[src/rtl/echo_arbiter.sv]
// echo_arbiter: two-port round-robin front end that sequences the echo shift unit
// (load, shift, capture) and returns the registered result with a shift-by-3 mismatch flag.
`default_nettype none

module echo_arbiter #(
    parameter int SETTLE = 2
) (
    input  logic        Clk,
    input  logic        Reset,
    input  logic        Req0,
    input  logic        Req1,
    input  logic [15:0] Data0,
    input  logic [15:0] Data1,
    output logic        Done0,
    output logic        Done1,
    output logic [15:0] Result,
    output logic        Error,
    output logic        Busy,
    output logic [15:0] Echo_data_in,
    output logic [7:0]  Echo_command,
    input  logic [15:0] Echo_data_out
);

    localparam logic [2:0] S_IDLE    = 3'd0;
    localparam logic [2:0] S_LOAD    = 3'd1;
    localparam logic [2:0] S_EXEC    = 3'd2;
    localparam logic [2:0] S_CAPTURE = 3'd3;
    localparam logic [2:0] S_DONE    = 3'd4;

    localparam logic [3:0] SETTLE_LAST = 4'(SETTLE - 1);

    localparam logic [7:0] CMD_IDLE  = 8'h02;
    localparam logic [7:0] CMD_LOAD  = 8'h00;
    localparam logic [7:0] CMD_SHIFT = 8'h01;

    logic [2:0]  state;
    logic [2:0]  state_next;
    logic [3:0]  hold_cnt;
    logic [15:0] operand;
    logic        grant_id;
    logic        last_grant;
    logic        mismatch;

    logic        any_req;
    logic        pick;
    logic        phase_end;
    logic        holding;
    logic [15:0] expected;

    // Tie goes to the requester that did not win last time.
    always_comb begin
        any_req = Req0 | Req1;
        if (Req0 && Req1) begin
            pick = ~last_grant;
        end else begin
            pick = Req1;
        end
        phase_end = (hold_cnt == SETTLE_LAST);
        holding   = (state == S_LOAD) || (state == S_EXEC);
        expected  = {operand[12:0], 3'b000};
    end

    always_ff @(posedge Clk) begin
        if (Reset) begin
            state <= S_IDLE;
        end else begin
            state <= state_next;
        end
    end

    always_comb begin
        state_next = state;
        case (state)
            S_IDLE:    if (any_req)   state_next = S_LOAD;
            S_LOAD:    if (phase_end) state_next = S_EXEC;
            S_EXEC:    if (phase_end) state_next = S_CAPTURE;
            S_CAPTURE: state_next = S_DONE;
            S_DONE:    state_next = S_IDLE;
            default:   state_next = S_IDLE;
        endcase
    end

    always_ff @(posedge Clk) begin
        if (Reset) begin
            hold_cnt   <= 4'd0;
            operand    <= 16'h0000;
            grant_id   <= 1'b0;
            last_grant <= 1'b1;
            Result     <= 16'h0000;
            mismatch   <= 1'b0;
        end else begin
            if (holding && !phase_end) begin
                hold_cnt <= hold_cnt + 4'd1;
            end else begin
                hold_cnt <= 4'd0;
            end

            if ((state == S_IDLE) && any_req) begin
                operand    <= pick ? Data1 : Data0;
                grant_id   <= pick;
                last_grant <= pick;
            end

            if (state == S_CAPTURE) begin
                Result   <= Echo_data_out;
                mismatch <= (Echo_data_out != expected);
            end
        end
    end

    always_comb begin
        Echo_command = CMD_IDLE;
        Echo_data_in = 16'h0000;
        Busy         = 1'b1;
        Done0        = 1'b0;
        Done1        = 1'b0;
        Error        = 1'b0;
        case (state)
            S_IDLE: begin
                Busy = 1'b0;
            end
            S_LOAD: begin
                Echo_command = CMD_LOAD;
                Echo_data_in = operand;
            end
            S_EXEC, S_CAPTURE: begin
                Echo_command = CMD_SHIFT;
                Echo_data_in = operand;
            end
            S_DONE: begin
                Done0 = ~grant_id;
                Done1 = grant_id;
                Error = mismatch;
            end
            default: begin
                Busy = 1'b0;
            end
        endcase
    end

endmodule

`default_nettype wire

[config.mk]
export PLATFORM = sky130hd
export DESIGN_NAME = echo_arbiter
export DESIGN_NICKNAME = d
export VERILOG_FILES = /design/src/rtl/echo_arbiter.sv
export SDC_FILE = /design/constraint.sdc
export NUM_CORES = 1
export LEC_CHECK = 0
export ABC_AREA = 1
export BUFFER_PORTS_ARGS = -buffer_cell sky130_fd_sc_hd__buf_2
export CORE_UTILIZATION = 30
export DETAILED_ROUTE_END_ITERATION = 10
export SYNTH_ARGS = -nofsm -noshare
export SYNTH_HDL_FRONTEND = slang
export SYNTH_SLANG_ARGS = --single-unit
[constraint.sdc]
create_clock -name Clk -period 2.6 [get_ports Clk]
set_clock_uncertainty 0.2 [all_clocks]
set_input_delay 0.13 -clock Clk [delete_from_list [all_inputs] [get_ports Clk]]
set_output_delay 0.13 -clock Clk [all_outputs]
set_load 0.01 [all_outputs]
Word-level counts from Yosys, hierarchy flattened. Index checks and enable logic that the tools add are counted.

Add/subtract/negate cells: 1. Eq/ne operators: 9. Multiplexer cells: 12. Bitwise gates (word level): 4. Reduce and logical (&&, ||, !) cells: 11.

Operator list (number): $mux 16 (2); $ne 16x16->1 (1); $pmux 3 s4 (1); $mux 3 (3); $eq 3x2->1 const B (2); $ne 2x2->1 const B (3); $mux 1 (5); $add 4x1->4 const B (1); $eq 4x1->1 const B (1); $pmux 2 s2 (1); $reduce_or 2->1 (2); $reduce_or 4->1 (1); $eq 3x1->1 const B (1); $eq 3x3->1 const B (1); $logic_and 1x1->1 (3); $logic_not 3->1 (1); $not 1->1 (3); $reduce_and 3->1 (1); $reduce_or 3->1 (1); $logic_not 1->1 (1); $logic_or 1x1->1 (1); $or 1x1->1 (1).

Flip-flop bits (word level): 42. Bits of input ports: 52. Output and inout bits: 44. Word-level logic and storage cells: 44.

Longest topological paths before layout. Gate-level depths: netlist of run 1.

Word-level depth: 5. Mapped depth: 8. Gate-level depth less buffers: 7.

Worst setup path after synthesis of run 1. OpenSTA, ideal clock, no wires.

Path type: reg2out. From: register state[2]. To: output port Echo_data_in[10]. Data arrival time: 1097 ps. Data required time: 2270 ps. Slack: 1173 ps. Cell stages (with the launch flop): 7. Path buffers: 1. Path through: dfxtp_1 > inv_1 > nand3_2 > nand2_2 > nor2_4 > buf_6 > nor2_1.

Word-level cells in the longest chain between the ends: 3. Elaborated cells between the ends (all ways): 5. Those cells by class: eq/ne (3); mux (1); reduce/logical (1).

Ends and longest elaborated chain: start, declared (RTL line 36) `logic [2:0] state;`; start signal, assigned (RTL line 67) `state <= state_next;`; $eq 3x1->1 or $eq 3x2->1 (tied branches) (RTL line 118) `case (state)`; $reduce_or 3->1 (no source line) (*); $mux 16 (*) (RTL line 118); end, declared (RTL line 19) `output logic [15:0] Echo_data_in,`.

Every way passes the cells marked *; elsewhere a longest branch is shown, timed or not.

Worst setup path after layout of run 1.
From: register last_grant. To: register operand[7].

Word-level cells in the longest chain between the ends: 3.

Ends and longest elaborated chain: start, declared (RTL line 41) `logic last_grant;`; start signal, assigned (RTL line 101) `last_grant <= pick;`; $not 1->1 (RTL line 54) `pick = ~last_grant;`; $mux 1 (RTL line 53) `if (Req0 && Req1) begin`; $mux 16 (RTL line 99) `operand <= pick ? Data1 : Data0;`; end signal, assigned (RTL line 99); end, declared (RTL line 39) `logic [15:0] operand;`.

Every way passes these cells. A chain may end at the register's enable or synchronous reset.

==> reports/qor.csv, run 1 <==
metric,value,unit
status,finished clean,
antenna_cells,0,
fin_crit,2.163,ns
grt_pass1_wl,9936,um
max_slew_margin,0.5368,
drc,0,
cp.required,2.57,ns
path_max_fanout,18,
cts_tree,done,
drtPass1Iterations,5,
final.setup.tns,0,ns
power,0.002569,W
drt_wl_total,6146,um
hpwl,4592,um
layout_setup_ws,0.4366,ns
yosysMostFrequentCell,nand2_1,
peakVddDrop,0.3376,mV
crit_type,flip-flop to flip-flop,
yosys.area_share.simple,0.3271,
cts-root-buf,clkbuf_8,
ys_ff_latch,42,
fin_nets,518,
vias_per_cell,4.264,
final_area,0.003212,mm^2
cts.repair.resized,0,
synth_cell_types,22,
netlist_area,0.002222,mm^2
fmax,462.2,MHz
synthFlopType,dfxtp_1,
cts-htree-levels,2,
hold_viol_final,0,
cts_buffer_depth,2,
async_flop_share,0,
gr-total-overflow,0,
synth_compound_gate_area_share,0.1430,
syn_inst,341,
synth_adder_area_share,0.01126,
grt_usage,0.1657,
cts_hold_buffers,39,
min_period_over_period,0.8321,
r2r_setup_slack,0.44,ns
final_max_slew_viol_count,0,
synth_area_leaders,"dfxtp_1 (38%), nand2_1 (22%), nor2_1 (7.3%)",
cts_made_buffers,5,
syn_to_final_growth,44.54,%
min_path_type,input pin to flip-flop,
synth_edf_count,0,
start_util,0.3080,
cp.arrival,2.13,ns
rsz0062_at_grt,no,
synth_mux_area_frac,0,
cts_sinks,42,
synth_common_cells,"nand2_1 (128), nor2_1 (43), dfxtp_1 (42)",
place_congestion,0.7630,
numPortBuffers,89,
placed_area,0.002679,mm^2
vias,2405,
grt_max_degree,30,
synth_area_leader_cell,dfxtp_1,
die_area,0.007755,mm^2
dieHeight,88.07,um
yosysSeqAreaShare,0.3784,
finalSetupViolCount,0,
pre_cts_slack,0.7721,ns
drive_above_1_share,0.2430,
drtIter0Drc,115,
clk_latency,0.29,ns
yosys_warnings,0,
worstSetupEndpointType,flip-flop,
ios,96,
synth_top_family_by_area,simple AND/OR/NAND/NOR gates,
antenna_found_initial,0,
tightest_slew,0.6941,ns
p_per_area,799.7,mW/mm^2
maxCapViolations,0,
p_leak,1.635,nW
core-area,0.007214,mm^2
grt_pass1_vias,2251,
avgSynthCellArea,6.517,um^2
startpoint_type,flip-flop,
synth_xor_area_frac,0.01182,
core.rowCount,31,
final_antenna_net_count,0,
yosysTopAreaCellShare,0.3784,
postLayoutCoreUtil,0.4452,
postCtsSetupRepairBufs,0,
clk_pin_slew,0.08,ns
die_w,88.07,um
drt-wirelength-per-cell,10.90,um
-- path summary, 6_finish.rpt --
kind	startpoint	end	cells past startpoint
setup / recovery	last_grant	operand[7]	7
hold / removal	Data1[8]	operand[8]	5
setup reg to reg	last_grant	operand[7]	7
hold reg to reg	operand[3]	operand[3]	2
-- worst max-delay path, stage by stage (launching register included) --
cell           delay [ns]
dfxtp_1              0.34
a21oi_4              0.41
inv_2                0.24
nand2_1              0.12
nand2_1              0.05
dlygate4sd3_1        0.54
nand2_1              0.08
a21oi_2              0.05
-- layout by cell type (no fill, tap or decap), types with 2 or more instances in the layout --
| cell type | count |
|---|---|
| xnor2_1 | 2 |
| o21ai_0 | 18 |
| inv_2 | 2 |
| dlygate4sd3_1 | 39 |
| clkbuf_8 | 6 |
| nand3_1 | 8 |
| nor2_1 | 43 |
| nor2_4 | 2 |
| bufinv_16 | 2 |
| nand2_1 | 128 |
| buf_2 | 89 |
| inv_1 | 38 |
| a21oi_2 | 8 |
| a21oi_1 | 24 |
| conb_1 | 6 |
| dfxtp_1 | 42 |
| ha_1 | 2 |
-- cell families after synthesis --
kind of cell               Yosys count
AOI/OAI and AO/OA                   52
and+or+nand+nor                    184
adders and majority gates            2
xor gates and xnor gates             3
other                                1
DFF                                 42
buffers and inverters               57
-- metal layers --
layer  up-vias  wire length, um  track usage  share of wire
li1       1277                -            -              -
met1      1052             2992       0.2075           0.49
met2        74             2781       0.2847           0.45
met3         2              347      0.04053          0.056
met4         0               24      0.04252         0.0039
met5         -                0            0              0
-- area by class of cell --
| type | count | area [um^2] |
|---|---|---|
| well taps | 99 | 123.9 |
| flip-flops and latches | 42 | 840.8 |
| multi-input cells | 247 | 1119 |
| clock inverters | 2 | 60.06 |
| repair buffers | 128 | 835.8 |
| fillers | 750 | 4003 |
| clock buffers | 6 | 82.58 |
| inverters | 40 | 150.1 |
-- where the power goes --
part | leakage (nW) | internal, W | switching (W)
sequential | 0.343 | 0.000781 | 0.000110
clock | 0.0714 | 0.000410 | 0.000222
combinational | 1.22 | 0.000395 | 0.000652
total | 1.63 | 0.00158 | 0.000984
-- metrics by stage --
stage / cells / hold WS [ns]
after detailed placement: 517 / 0.2122
after global placement: 517 / 0.1966
after CTS: 564 / 0.003340
after floorplan: 346 / 0.07759
final: 564 / 0.002800
after global routing: 564 / 0.02777
-- registers in the layout, indices dropped and copies added (netlist names) --
signal      count
Result         16
grant_id        1
hold_cnt        4
last_grant      1
mismatch        1
operand        16
state           3
No activity file was read; power rests on OpenSTA's default activity.
==> inputs of run 2 (changes only) <==
clock period = 1.9 ns   (was 2.6 ns; I/O delays follow)
==> run 2 against run 1 <==
Against the previous run: clock power is 11% higher; register-to-register slack worse by 0.097 ns; cell area is 3.8% higher; non-clock buffer count is 15 higher; utilization is 1.7 points higher; largest cell class unchanged; count of clock-buffer cells in the layout is 1 higher; critical path type is now flip-flop to output pin.
==> reports/qor.csv, run 2 (synthesis gave the netlist of run 1 again) <==
metric,value,unit
peakVddDrop,0.4424,mV
crit_top_cell,nor2_1,
crit_chain,nor2_1 -> nand2_1 -> nand2_2 -> nor2_4 -> buf_12 -> nor2_1 -> buf_2,
ios,96,
seqCellArea,843.3,um^2
cts_sinks,42,
clk_pin_slew,0.08,ns
min_period_over_period,0.9504,
path_max_fanout,14,
die_area,0.007755,mm^2
die_w,88.07,um
antenna_cells,0,
gr-total-overflow,0,
drive_above_1_share,0.2500,
drtIter0Drc,107,
ff2ff_path_depth,5,
grt_max_degree,21,
fmax,553.8,MHz
fin_crit,1.806,ns
cp.required,1.60,ns
start_util,0.3080,
status,finished clean,
syn_to_final_growth,50.00,%
final.setup.tns,0,ns
multi_input_area,0.001126,mm^2
drt-wirelength-per-cell,11.56,um
worstHoldPathCells,3,
startpoint_type,flip-flop,
rsz0062_at_grt,no,
reg_top3,"Result x16, operand x16, hold_cnt x4",
final_cell_mix,"nand2_1 (128), buf_2 (89), dlygate4sd3_1 (48), nor2_1 (43), dfxtp_1 (40)",
vias_per_cell,4.280,
min-delay-start,Reset,
min_path_type,input pin to flip-flop,
tightest_slew,0.5388,ns
maxCapViolations,0,
vias,2478,
drc,0,
fin_nets,533,
final_common_cell,nand2_1,
core-area,0.007214,mm^2
power,0.003482,W
place_congestion,0.7883,
cts-htree-levels,2,
num-fill-cells,761,
hold_viol_final,0,
r2r_setup_slack,0.34,ns
crit_type,flip-flop to output pin,
cts_made_buffers,5,
critical-path-top-delay-family,simple AND/OR/NAND/NOR gates,
cpMaxStageDelayCell,dfxtp_2,
rr_startpoint,state[1],
hpwl,4597,um
dieHeight,88.07,um
antenna_found_initial,0,
cts_tree,done,
slowest_delay,0.36,ns
finalSetupViolCount,0,
final_max_slew_viol_count,0,
worstSetupEndpointType,output pin,
grt_usage,0.1777,
core.rowCount,31,
drt_wl_total,6692,um
max_slew_margin,0.6391,
cts_buffer_depth,2,
numPortBuffers,89,
cp.arrival,1.51,ns
grt_pass1_wl,10380,um
path_buf_inv,2,
p_leak,1.687,nW
final_antenna_net_count,0,
p_per_area,1045,mW/mm^2
clk_latency,0.30,ns
drtPass1Iterations,6,
cts-root-buf,clkbuf_8,
r2r_end,operand[6],
grt_pass1_vias,2282,
min_to,operand[7],
run 2: cell count changes in the layout (fill, tap and decap cells not counted):
| cell | change |
|---|---|
| buf_4 | +5 |
| bufinv_16 | -1 |
| inv_2 | +1 |
| nand3_4 | +1 |
| clkbuf_8 | -1 |
| dfxtp_1 | -2 |
| dlygate4sd3_1 | +9 |
| dfxtp_2 | +2 |
| buf_12 | +1 |
| nand3_2 | -1 |
| inv_1 | -1 |
| clkbuf_1 | +2 |
run 2: worst reg2reg max path: cells and delay by family (launching register included):
family                 cells  cell delay, ns
buffers and inverters      1            0.30
AND/OR/NAND/NOR            2            0.30
flip-flops                 1            0.36
AO/OA/AOI/OAI              2            0.34
run 2: worst max-delay path by stage:
stage              from                to  slack [ns]  depth (start not counted)
2_1_floorplan  state[2]  Echo_data_in[10]        0.51                          6
3_3_place_gp   state[2]              Busy        0.29                          6
3_5_place_dp   state[2]              Busy        0.23                          6
4_1_cts        state[2]  Echo_data_in[12]        0.03                          7
5_1_grt        state[0]  Echo_data_in[12]        0.02                          7
6_report       state[0]  Echo_data_in[12]        0.09                          7
run 2: stage by stage:
| step | cell area, um^2 | hold WS, ns | cells | setup WS [ns] | util |
|---|---|---|---|---|---|
| 2_1_floorplan | 2241 | 0.04259 | 346 | 0.5077 | - |
| 3_3_place_gp | 2709 | 0.1649 | 521 | 0.2884 | 0.3755 |
| 3_5_place_dp | 2709 | 0.1687 | 521 | 0.2289 | 0.3755 |
| 4_1_cts | 3331 | 0.03062 | 579 | 0.02516 | 0.4617 |
| 5_1_grt | 3333 | 0.03873 | 579 | 0.02125 | 0.4620 |
| 6_report | 3333 | 0.03820 | 579 | 0.09421 | 0.4620 |
run 2: what timing repair did:
action / 4_1_cts / 5_1_grt
setup buffers: 2 / 0
pin swaps: 1 / 0
hold buffers: 48 / 0
endpoints found under the setup margin: 18 / 16
endpoints found under the hold margin: 32 / 0
resized for setup: 1 / 3
run 2: metal layers:
metal / up-vias / routed length (um) / track usage
met5: - / 0 / 0
met4: 0 / 149 / 0.08211
met3: 11 / 293 / 0.03110
met2: 75 / 3181 / 0.3051
met1: 1085 / 3067 / 0.2164
li1: 1307 / - / -
run 2: where the power goes:
group	internal (W)	leakage [nW]	switching (W)	total (W)
Clock	0.000393	0.0524	0.000308	0.000702
Combinational	0.000631	1.29	0.000919	0.00155
Sequential	0.00107	0.343	0.000158	0.00123
Total	0.00210	1.69	0.00138	0.00348
run 2: area by class of cell:
type                    instances  share of cell area
multi-input cells             247              0.3378
flip-flops and latches         42              0.2530
clock inverters                 1            0.009009
inverters                      40             0.04505
well taps                      99             0.03716
clock buffers                   7             0.02290
repair buffers                143              0.2950
==> inputs of run 3 (changes only) <==
REMOVE_ABC_BUFFERS = 1   (was default)
==> run 3 against run 2 <==
Against the previous run: critical path depth did not move; count of clock-buffer cells in the layout did not move; non-clock buffer count did not move; setup slack improved by 0.036 ns; maximum frequency rose by 2.0%; critical endpoint is now Echo_data_in[7]; highest routed layer unchanged.
==> reports/qor.csv, run 3 (synthesis gave the netlist of run 1 again) <==
metric,value,unit
start_util,0.3080,
clk_latency,0.29,ns
grt_usage,0.1806,
place_congestion,0.8536,
drt-wirelength-per-cell,11.65,um
grt_pass1_wl,10700,um
finalSetupViolCount,0,
vias,2500,
final_area,0.003308,mm^2
cts_tree,done,
holdWs,0.06051,ns
cp.arrival,1.48,ns
dieHeight,88.07,um
cts_buffer_depth,2,
cts-htree-levels,2,
core-area,0.007214,mm^2
antenna_found_initial,0,
layout_setup_ws,0.1298,ns
postLayoutCoreUtil,0.4586,
drt_wl_total,6746,um
final_cell_mix,"nand2_1 (128), buf_2 (89), dlygate4sd3_1 (48), nor2_1 (42), dfxtp_1 (40)",
pre_cts_slack,0.3517,ns
reg_top3,"Result x16, operand x16, hold_cnt x4",
core.rowCount,31,
cts_sinks,42,
drtPass1Iterations,4,
crit_chain,nor2_2 -> nand2_1 -> nand2_2 -> nor2_4 -> buf_4 -> nor2_1 -> buf_2,
drc,0,
p_per_area,1016,mW/mm^2
status,finished clean,
drtIter0Drc,87,
min_path_type,input pin to flip-flop,
fin_crit,1.770,ns
cpMaxStageDelayCell,dfxtp_2,
syn_to_final_growth,48.87,%
ios,96,
hold_viol_final,0,
cts_made_buffers,5,
grt_max_degree,30,
postCtsSetupRepairBufs,0,
hpwl,4544,um
max_slew_margin,0.6493,
maxCapViolations,0,
final_common_cell,nand2_1,
final_max_slew_viol_count,0,
vias_per_cell,4.318,
grt_pass1_vias,2334,
drive_above_1_share,0.2542,
fmax,564.9,MHz
die_area,0.007755,mm^2
tightest_slew,0.5254,ns
path_max_fanout,7,
antenna_cells,0,
min_period_over_period,0.9317,
final_antenna_net_count,0,
crit_type,flip-flop to output pin,
worstSetupEndpointType,output pin,
cp.required,1.60,ns
clk_pin_slew,0.08,ns
power,0.003363,W
fin_nets,533,
p_leak,1.677,nW
placed_area,0.002724,mm^2
startpoint_type,flip-flop,
die_w,88.07,um
slowest_delay,0.37,ns
gr-total-overflow,0,
cts-root-buf,clkbuf_8,
peakVddDrop,0.3529,mV
numPortBuffers,89,
[run 3: cell count changes in the layout (fill, tap and decap cells not counted)]
cell | before | now
buf_4 | 5 | 6
clkinv_2 | 0 | 1
nor2_2 | 0 | 1
bufinv_16 | 1 | 0
buf_12 | 1 | 0
clkbuf_1 | 2 | 1
clkbuf_8 | 5 | 6
nor2_1 | 43 | 42
[run 3: cell type report]
cell class,instances,area [um^2]
timing repair buffer,143,970.9
tap,99,123.9
sequential,42,843.3
fill,776,3906
multi-input combinational,247,1129
inverter,40,150.1
clock inverter,1,5.005
clock buffer,7,86.33
[run 3: critical path, delay by kind of cell, from the launching register on]
kind / cells / cell delay (ns)
DFF: 1 / 0.37
and+or+nand+nor: 5 / 0.51
buffers and inverters: 2 / 0.31
[run 3: metrics by stage]
stage,std cells,setup TNS (ns)
global route,579,-0.02027
CTS,579,0
detailed placement,523,0
floorplan,329,0
global placement,523,0
finish,579,0
[run 3: worst paths after layout]
path	start	slack (ns)	depth (start not counted)	to
worst max-delay path	state[0]	0.13	7	Echo_data_in[7]
worst min-delay path	Reset	0.06	3	operand[15]
worst max register to register	last_grant	0.38	6	operand[0]
worst min register to register	hold_cnt[0]	0.27	1	hold_cnt[0]
[run 3: routing by layer]
| metal | part of all wire | global-route usage | up-vias |
|---|---|---|---|
| met5 | 0 | 0 | - |
| met4 | 0.026 | 0.06891 | 0 |
| met3 | 0.045 | 0.03393 | 13 |
| met2 | 0.48 | 0.3199 | 93 |
| met1 | 0.45 | 0.2162 | 1085 |
| li1 | - | - | 1309 |
[run 3: repair_timing]
| action | in CTS | in global routing |
|---|---|---|
| setup endpoints to repair | 0 | 17 |
| hold buffers | 48 | 0 |
| endpoints found under the hold margin | 32 | 0 |
| resized for setup | 0 | 5 |
[run 3: power breakdown]
group	internal (W)	leakage, nW	switching [W]
sequential	0.00107	0.343	0.000159
combinational	0.000597	1.29	0.000940
clock	0.000293	0.0482	0.000300
total	0.00196	1.68	0.00140
